==> src/rtl/execute_stage.sv <==
// Execute stage: single-cycle ALU and branch resolution, plus a 32-iteration
// shift-add multiplier that stalls decode while it runs.
module execute_stage #(
  parameter int MUL_CYCLES = 32
) (
  input  logic        clock,
  input  logic        reset,
  input  logic        in_valid,
  input  logic [11:0] pc,
  input  logic [4:0]  opcode,
  input  logic [4:0]  aluop,
  input  logic [4:0]  shamt,
  input  logic [31:0] num_a,
  input  logic [31:0] num_b,
  input  logic [31:0] store_data,
  input  logic [4:0]  rd,
  input  logic        en,
  input  logic        mwen,
  input  logic        lw,
  output logic        stall,
  output logic        out_valid,
  output logic [31:0] out_result,
  output logic [31:0] out_store_data,
  output logic [4:0]  out_rd,
  output logic        out_en,
  output logic        out_mwen,
  output logic        out_lw,
  output logic        out_ovf,
  output logic        branch_taken,
  output logic [11:0] branch_target
);

  localparam int DATA_W = 32;
  localparam logic [4:0] LAST = 5'(MUL_CYCLES - 1);

  typedef enum logic {IDLE, BUSY} state_e;

  state_e state_q, state_d;
  logic [4:0]        count_q, count_d;
  logic [DATA_W-1:0] mcand_q, mcand_d, mplier_q, mplier_d, acc_q, acc_d;
  logic [4:0]        mrd_q, mrd_d;
  logic              men_q, men_d, mmwen_q, mmwen_d, mlw_q, mlw_d;

  logic              valid_q, valid_d, en_q, en_d, mwen_q, mwen_d, lw_q, lw_d;
  logic              ovf_q, ovf_d, br_q, br_d;
  logic [DATA_W-1:0] result_q, result_d, sdata_q, sdata_d;
  logic [4:0]        rd_q, rd_d;
  logic [11:0]       tgt_q, tgt_d;

  logic signed [DATA_W-1:0] a_s, b_s, sd_s, sum_s, diff_s;
  logic [DATA_W-1:0] alu_res, acc_sum;
  logic              alu_ovf, br_take, is_mul;

  function automatic logic add_ovf(input logic signed [DATA_W-1:0] a, b, s);
    return (a[DATA_W-1] == b[DATA_W-1]) && (s[DATA_W-1] != a[DATA_W-1]);
  endfunction

  function automatic logic sub_ovf(input logic signed [DATA_W-1:0] a, b, d);
    return (a[DATA_W-1] != b[DATA_W-1]) && (d[DATA_W-1] != a[DATA_W-1]);
  endfunction

  assign a_s    = num_a;
  assign b_s    = num_b;
  assign sd_s   = store_data;
  assign sum_s  = a_s + b_s;
  assign diff_s = a_s - b_s;
  assign is_mul = (opcode == 5'b00000) && (aluop == 5'b00110);
  assign acc_sum = mplier_q[0] ? acc_q + mcand_q : acc_q;

  always_comb begin
    alu_res = '0;
    alu_ovf = 1'b0;
    br_take = 1'b0;
    case (opcode)
      5'b00000: begin
        case (aluop)
          5'b00000: begin alu_res = sum_s;  alu_ovf = add_ovf(a_s, b_s, sum_s);  end
          5'b00001: begin alu_res = diff_s; alu_ovf = sub_ovf(a_s, b_s, diff_s); end
          5'b00010: alu_res = num_a & num_b;
          5'b00011: alu_res = num_a | num_b;
          5'b00100: alu_res = num_a << shamt;
          5'b00101: alu_res = $unsigned(a_s >>> shamt);
          default:  alu_res = '0;
        endcase
      end
      5'b00101: begin alu_res = sum_s; alu_ovf = add_ovf(a_s, b_s, sum_s); end
      5'b00111, 5'b01000: alu_res = sum_s;
      5'b00010: br_take = (store_data != num_a);
      5'b00110: br_take = (sd_s < a_s);
      default: alu_res = '0;
    endcase
  end

  assign stall = ((state_q == IDLE) && in_valid && is_mul) ||
                 ((state_q == BUSY) && (count_q != LAST));

  always_comb begin
    state_d  = state_q;
    count_d  = count_q;
    mcand_d  = mcand_q;
    mplier_d = mplier_q;
    acc_d    = acc_q;
    mrd_d    = mrd_q;
    men_d    = men_q;
    mmwen_d  = mmwen_q;
    mlw_d    = mlw_q;
    // Output register defaults to a bubble unless something retires this cycle
    valid_d  = 1'b0;
    result_d = '0;
    sdata_d  = '0;
    rd_d     = '0;
    en_d     = 1'b0;
    mwen_d   = 1'b0;
    lw_d     = 1'b0;
    ovf_d    = 1'b0;
    br_d     = 1'b0;
    tgt_d    = '0;
    case (state_q)
      IDLE: begin
        if (in_valid && is_mul) begin
          mcand_d  = num_a;
          mplier_d = num_b;
          acc_d    = '0;
          count_d  = '0;
          mrd_d    = rd;
          men_d    = en;
          mmwen_d  = mwen;
          mlw_d    = lw;
          state_d  = BUSY;
        end else if (in_valid) begin
          valid_d  = 1'b1;
          result_d = alu_res;
          sdata_d  = store_data;
          rd_d     = rd;
          en_d     = en;
          mwen_d   = mwen;
          lw_d     = lw;
          ovf_d    = alu_ovf;
          br_d     = br_take;
          tgt_d    = pc + 12'd1 + num_b[11:0];
        end
      end
      BUSY: begin
        acc_d    = acc_sum;
        mcand_d  = mcand_q << 1;
        mplier_d = mplier_q >> 1;
        count_d  = count_q + 5'd1;
        if (count_q == LAST) begin
          state_d  = IDLE;
          count_d  = '0;
          valid_d  = 1'b1;
          result_d = acc_sum;
          rd_d     = mrd_q;
          en_d     = men_q;
          mwen_d   = mmwen_q;
          lw_d     = mlw_q;
        end
      end
      default: state_d = IDLE;
    endcase
  end

  always_ff @(posedge clock or negedge reset) begin
    if (!reset) begin
      state_q  <= IDLE;
      count_q  <= '0;
      mcand_q  <= '0;
      mplier_q <= '0;
      acc_q    <= '0;
      mrd_q    <= '0;
      men_q    <= 1'b0;
      mmwen_q  <= 1'b0;
      mlw_q    <= 1'b0;
      valid_q  <= 1'b0;
      result_q <= '0;
      sdata_q  <= '0;
      rd_q     <= '0;
      en_q     <= 1'b0;
      mwen_q   <= 1'b0;
      lw_q     <= 1'b0;
      ovf_q    <= 1'b0;
      br_q     <= 1'b0;
      tgt_q    <= '0;
    end else begin
      state_q  <= state_d;
      count_q  <= count_d;
      mcand_q  <= mcand_d;
      mplier_q <= mplier_d;
      acc_q    <= acc_d;
      mrd_q    <= mrd_d;
      men_q    <= men_d;
      mmwen_q  <= mmwen_d;
      mlw_q    <= mlw_d;
      valid_q  <= valid_d;
      result_q <= result_d;
      sdata_q  <= sdata_d;
      rd_q     <= rd_d;
      en_q     <= en_d;
      mwen_q   <= mwen_d;
      lw_q     <= lw_d;
      ovf_q    <= ovf_d;
      br_q     <= br_d;
      tgt_q    <= tgt_d;
    end
  end

  assign out_valid      = valid_q;
  assign out_result     = result_q;
  assign out_store_data = sdata_q;
  assign out_rd         = rd_q;
  assign out_en         = en_q;
  assign out_mwen       = mwen_q;
  assign out_lw         = lw_q;
  assign out_ovf        = ovf_q;
  assign branch_taken   = br_q;
  assign branch_target  = tgt_q;

endmodule

==> config.mk <==
export PLATFORM = sky130hd
export DESIGN_NAME = execute_stage
export DESIGN_NICKNAME = d
export VERILOG_FILES = /design/src/rtl/execute_stage.sv
export SDC_FILE = /design/constraint.sdc
export NUM_CORES = 1
export LEC_CHECK = 0
export ABC_AREA = 1
export CAP_MARGIN = 30
export CORE_MARGIN = 2
export CORE_UTILIZATION = 45
export DETAILED_ROUTE_END_ITERATION = 8
export PLACE_DENSITY_LB_ADDON = 0.08
export SLEW_MARGIN = 20
export SYNTH_ARGS = -nofsm -noshare
export SYNTH_HDL_FRONTEND = slang
export SYNTH_SLANG_ARGS = --single-unit
==> constraint.sdc <==
create_clock -name clock -period 3.3 [get_ports clock]
set_input_delay 0.99 -clock clock [delete_from_list [all_inputs] [get_ports clock]]
set_output_delay 0.99 -clock clock [all_outputs]
set_load 0.1 [all_outputs]
### Word-level counts from Yosys, hierarchy flattened

Cells that the tools add are included.

* bits in registers: 197
* output and inout bits: 88
* word-level logic and storage cells: 116

* add/subtract/negate cells: 6
* order comparisons: 1
* eq/ne operators: 19
* shift-type cells: 2
* multiplexer cells: 54
* bitwise operators: 3
* reductions and logical operators: 12

Operators with widths (count)
* two-way mux 32 bit: 10
* case mux 32 bit (2 select lines): 5
* case mux 32 bit (6 select lines): 1
* adder 32 bit: 2
* two-way mux 12 bit: 3
* AND 32 bit: 1
* less-than comparator 32 bit: 1
* inequality test 32 bit: 1
* OR 32 bit: 1
* left shift 32 x 5 -> 32 bit: 1
* >>> shifter 32 x 5 -> 32 bit: 1
* subtractor 32 bit: 1
* == test 5 x 3 -> 1 bit (second input constant): 6
* two-way mux 5 bit: 5
* two-way mux 1 bit: 20
* case mux 5 bit (2 select lines): 2
* case mux 1 bit (2 select lines): 8
* == test 5 x 2 -> 1 bit (second input constant): 3
* adder 12 x 1 -> 12 bit (second input constant): 1
* adder 12 bit: 1
* logical NOT 5 bit: 2
* logical AND 1 bit: 7
* adder 5 x 1 -> 5 bit (second input constant): 1
* == test 5 x 1 -> 1 bit (second input constant): 1
* 10 further kinds: 12

### Depth between registers and ports, before layout

* word-level depth: 8
* mapped depth: 19

### Least setup slack after synthesis

OpenSTA, ideal clock, no wires.

* path type: input -> output
* start point: input opcode[3]
* end point: output stall
* data arrival time: 2608 ps
* data required time: 2310 ps
* slack: -298 ps
* cell stages on the path: 8
* path through: nor2_1 nand2_1 nor3_2 nand3_1 nor2_1 nand2_1 clkbuf_1 nand2_1

* longest elaborated chain between the ends: 4

RTL lines
* from (decl): line 10 `input logic [4:0] opcode,`
* logical NOT 5 bit: line 67 `assign is_mul = (opcode == 5'b00000) && (aluop == 5'b00110);`
* logical AND 1 bit: line 67
* logical AND 1 bit: line 94 `assign stall = ((state_q == IDLE) && in_valid && is_mul) ||`
* logical OR 1 bit: line 94
* to (decl): line 20 `output logic stall,`

No other way between the ends.

### Final worst setup path

* start point: input opcode[3]
* end point: register br_q, in the netlist branch_taken

* longest elaborated chain between the ends: 5

RTL lines
* == test 5 x 3 -> 1 bit (tied with other cells): line 74 `case (opcode)`
* case mux 1 bit (2 select lines) or logical AND 1 bit (tied branches): line 74, 67
* two-way mux 1 bit or logical AND 1 bit (tied branches): line 130, 120
* two-way mux 1 bit *: line 120 `if (in_valid && is_mul) begin`
* two-way mux 1 bit *: line 118 `case (state_q)`
* via br_d: line 45 `logic ovf_q, ovf_d, br_q, br_d;`
* to (signal assigned): line 202 `br_q <= br_d;`
* to (decl): line 45

Mark *: on every way through the listed nets, which the timed path passes. The rest lies on a longest branch.
A chain may end at the register's enable or synchronous reset.

==> impl_results.rst <==
.. list-table::
   :header-rows: 1

   * - Metric
     - Value
   * - Length in cells of the worst reg-to-reg path
     - 10
   * - Met3 wirelength from detailed routing
     - between 9 and 10 mm
   * - Post-synth cell types
     - 56
   * - Number of buffers inserted by hold repair at cts
     - 0
   * - Combinational fraction of design power
     - 43.9%
   * - Worst slew margin
     - 34.30%
   * - Launch point of the critical path
     - opcode[3]
   * - Switching Share
     - 43.97%
   * - Fraction of the yosys area taken by sequential cells
     - 24.26%
   * - Clock Pin Slew Worst Setup and Hold Paths
     - 90 ps
   * - Via count of the first global-routing pass
     - between 20000 and 25000
   * - Clock tree from TritonCTS
     - built
   * - VDD IR max
     - about 0.33 mV
   * - DR iter-0 viols
     - 3057
   * - Run status
     - finished with violations
   * - Die width
     - around 220 um
   * - Total number of nets in the final design
     - 4128
   * - Cell internal pwr
     - 5.014 mW
   * - Layout Utilization
     - 60.61%
   * - Fraction of synthesized cell area taken by the top area cell type
     - about a quarter
   * - Max layer used
     - met5
   * - Maximum number of pins on one net before global-route repair
     - 78
   * - Number of antenna violations at the first check in global routing
     - 4
   * - Startpoint kind of the worst setup timing path
     - primary input
   * - Clock tree skew after final layout
     - 20.82 ps
   * - # clock sinks
     - 197
   * - Via count
     - 25885
   * - Synthesis Warnings
     - 0
   * - Wire per inst
     - ~22 um
   * - CTS Root Cell
     - sky130_fd_sc_hd__clkbuf_16
   * - Worst EP required
     - 3730 ps
   * - Met2 Routed Length
     - 44.86 mm
   * - Max H-tree Level
     - 4
   * - Proportion of power drawn by flip-flops and latches
     - 29.9%
   * - Ys async rst share
     - 100.0%
   * - Estimated wirelength of the detail-placed design
     - 79.05 mm
   * - Area Overhead vs Synth
     - 32.45%
   * - Portion of the clock cycle consumed by the worst path in the final layout
     - 100.4%
   * - Maximum clock insertion buffer count
     - 2
   * - Global router's overall resource usage
     - 41.35%
   * - Final worst slack
     - -12.76 ps
   * - Number of synthesized register bits
     - ~200
   * - Wl on met1
     - 38.94 mm
   * - Max_cap viols
     - 0
   * - Final estimated routing congestion in global placement
     - roughly 1.1
   * - Via density
     - 5.846
   * - Number of remaining DRC errors
     - 0
   * - Initial standard-cell utilization of the core
     - 45.76%
   * - Pwr Density
     - 332.4 mW/mm^2
   * - Kind of end point of the critical path
     - register
   * - Type of the most critical hold path
     - in2async
   * - Antenna Nets Post-Route
     - 0
   * - Boundary pin count
     - 222
   * - Endpoint of the most critical register-to-register path
     - out_result[21]
   * - Post-synth design cell area
     - 0.02032 mm^2
   * - Mean Syn Cell Area
     - slightly above 6 um^2
   * - Final wirelength
     - slightly below 100 mm
   * - Final count of pins violating max slew
     - 0
   * - Minimum setup slack after placement
     - -490.9 ps
   * - Largest area contributor in the synthesized netlist
     - sky130_fd_sc_hd__dfrtp_1
   * - Total nets after synthesis
     - approximately 3600
   * - Total net switching power
     - 3.935 mW
   * - Maximum achievable frequency
     - 301.9 MHz
   * - Most used DFF post-synth
     - sky130_fd_sc_hd__dfrtp_1
   * - Fill count
     - 4236
   * - Placement row count
     - between 70 and 80
   * - Total of endpoints with negative setup slack in the final report
     - 1
   * - First drt pass iteration count
     - 8
   * - Die area
     - 0.04688 mm^2
   * - Crit Reg-Reg Startpoint
     - mcand_q[20]
   * - Floorplan core area
     - roughly 0.044 mm^2
   * - Slew of the pin with the lowest slew margin
     - between 900 and 1000 ps
   * - Clock share of power
     - 26.2%
   * - Endpoints failing hold
     - 0
   * - P_leak
     - 14.04 nW
   * - Crit path kind
     - in2reg
   * - Congestion Overflow GR
     - 0
   * - Layout cell share with drive strength beyond 1
     - 17.77%
   * - Port bufs
     - 221
   * - Maximum fanout encountered on the critical timing path
     - 2
   * - Wire length of the first global-routing pass
     - roughly 150 mm
   * - Die Y
     - 216.5 um
   * - Flop2flop setup slack
     - 750 ps
   * - Arrival @ worst endpoint
     - 3750 ps
   * - Violations in the final reports
     - negative setup slack
   * - Cell types with the largest area share after synthesis
     - sky130_fd_sc_hd__dfrtp_1 (24%), sky130_fd_sc_hd__nand2_1 (18%), sky130_fd_sc_hd__nand3_1 (13%), sky130_fd_sc_hd__ha_1 (11%), sky130_fd_sc_hd__inv_1 (6.2%)
   * - Source-to-sink clock delay at the later pin of the worst-skew pair
     - 510 ps
   * - Shortest period the worst path allows
     - 3313 ps
   * - Total CTS buffers
     - 17
   * - Post-synth EDFFs
     - 0
   * - Syn Inst Count
     - 3265
[Yosys cell counts (all sizes together), types with 3 or more instances]
cell type,instances
clkbuf,65
a31oi,3
a21boi,4
o22ai,13
xnor2,11
buf,77
nand2,998
nand3b,21
dfrtp,197
or2,32
nand4,25
o21bai,20
nand3,515
a21oi,160
nor4,6
a21o,8
ha,171
o211ai,93
o21a,10
nor3,27
inv,346
fa,4
and2,9
xor2,16
o21ai,165
nor2,253
[sequential cells by signal, summed over array words and instances, names as in the netlist, 12 cells and up]
name            count
mplier_q           32
mcand_q            32
acc_q              32
branch_target      12
out_store_data     32
out_result         32
[stage by stage]
stage	setup TNS [ps]	power, mW	cell area, um^2	hold WS, ps	std cells
5_1_grt	-129.5	9.325	26910	446.6	4426
4_1_cts	0	8.810	26730	427.0	4422
3_5_place_dp	-11990	6.466	25930	473.4	4368
2_1_floorplan	0	4.832	20330	453.4	3265
3_3_place_gp	-8986	6.402	25930	466.8	4368
6_report	-12.76	8.949	26920	410.3	4428
[worst max-delay path: stages]
cell                      delay, ps
sky130_fd_sc_hd__buf_2          140
sky130_fd_sc_hd__nor2_4         150
sky130_fd_sc_hd__nand2_4         80
sky130_fd_sc_hd__buf_4          130
sky130_fd_sc_hd__buf_4          120
sky130_fd_sc_hd__buf_4          130
sky130_fd_sc_hd__buf_4          130
sky130_fd_sc_hd__buf_4          130
sky130_fd_sc_hd__buf_4          130
sky130_fd_sc_hd__buf_4          120
sky130_fd_sc_hd__buf_4          120
sky130_fd_sc_hd__buf_4          120
sky130_fd_sc_hd__buf_4          120
sky130_fd_sc_hd__buf_4          120
sky130_fd_sc_hd__buf_4          120
sky130_fd_sc_hd__buf_4          130
sky130_fd_sc_hd__buf_4          120
sky130_fd_sc_hd__buf_4          120
sky130_fd_sc_hd__buf_4          120
sky130_fd_sc_hd__buf_4          120
sky130_fd_sc_hd__nor2_2          60
sky130_fd_sc_hd__nand2_1         80
sky130_fd_sc_hd__a21oi_2        130
[area by class of cell]
cell class / instances / area (um^2) / share of cell area [%]
antenna: 4 / 10.01 / 0.03718
clock buffer: 17 / 425.4 / 1.580
clock inverter: 15 / 203.9 / 0.7576
inverter: 348 / 1309 / 4.862
multi-input combinational: 2578 / 13590 / 50.49
sequential: 197 / 4932 / 18.32
tap: 592 / 740.7 / 2.752
timing repair buffer: 677 / 5707 / 21.20
[how the worst max path moves through the flow]
stage	endpoint	slack, ps	depth (start not counted)
5_1_grt	branch_taken	-80	23
4_1_cts	stall	8	9
3_5_place_dp	out_result[30]	-490	17
6_report	branch_taken	-10	23
2_1_floorplan	stall	80	8
3_3_place_gp	out_result[12]	-480	16
[placed cells by master, fill, tap and decap left out, drive strengths merged, types with 21 or more instances in the layout]
master           n
nand3          515
dfrtp          197
or2             32
buf            549
nor2           253
nand3b          21
o211ai          93
o21ai          165
inv            351
nor3            27
nand4           25
ha             171
clkdlybuf4s50  118
a21oi          160
nand2          998
[power groups by stage]
stage                     registers (mW)  clock network, mW  logic [mW]
after floorplan                     3.05                  0        1.78
after CTS                           2.67               2.35        3.79
after detailed placement            2.72                  0        3.75
final                               2.68               2.35        3.93
after global placement              2.71                  0        3.69
after global routing                2.69               2.43        4.21
[kinds of logic (layout without fill, tap and decap cells)]
group	count (synthesis)	count (layout)	share of synthesized area, %
XOR/XNOR	27	27	1.163
flip-flops	197	197	24.26
AND/OR/NAND/NOR	1891	1891	39.88
adder cells (fa/ha/maj)	175	175	10.92
other	0	4	0
AO/OA/AOI/OAI	485	485	13.97
buffers and inverters	490	1057	9.813
[layer usage]
| metal | GRT usage [%] | vias up |
|---|---|---|
| li1 | - | 11872 |
| met1 | 52.45 | 12252 |
| met2 | 66.73 | 1487 |
| met3 | 9.530 | 272 |
| met4 | 19.06 | 2 |
| met5 | 0 | - |
[repair_timing]
item | 4_1_cts | 5_1_grt
endpoints found under the setup margin | 1 | 22
buffers inserted | 22 | 2
resized for setup | 14 | 57
hold endpoints to repair | 0 | 0
pin swaps | 9 | 8
No activity file was read; power rests on OpenSTA's default activity.
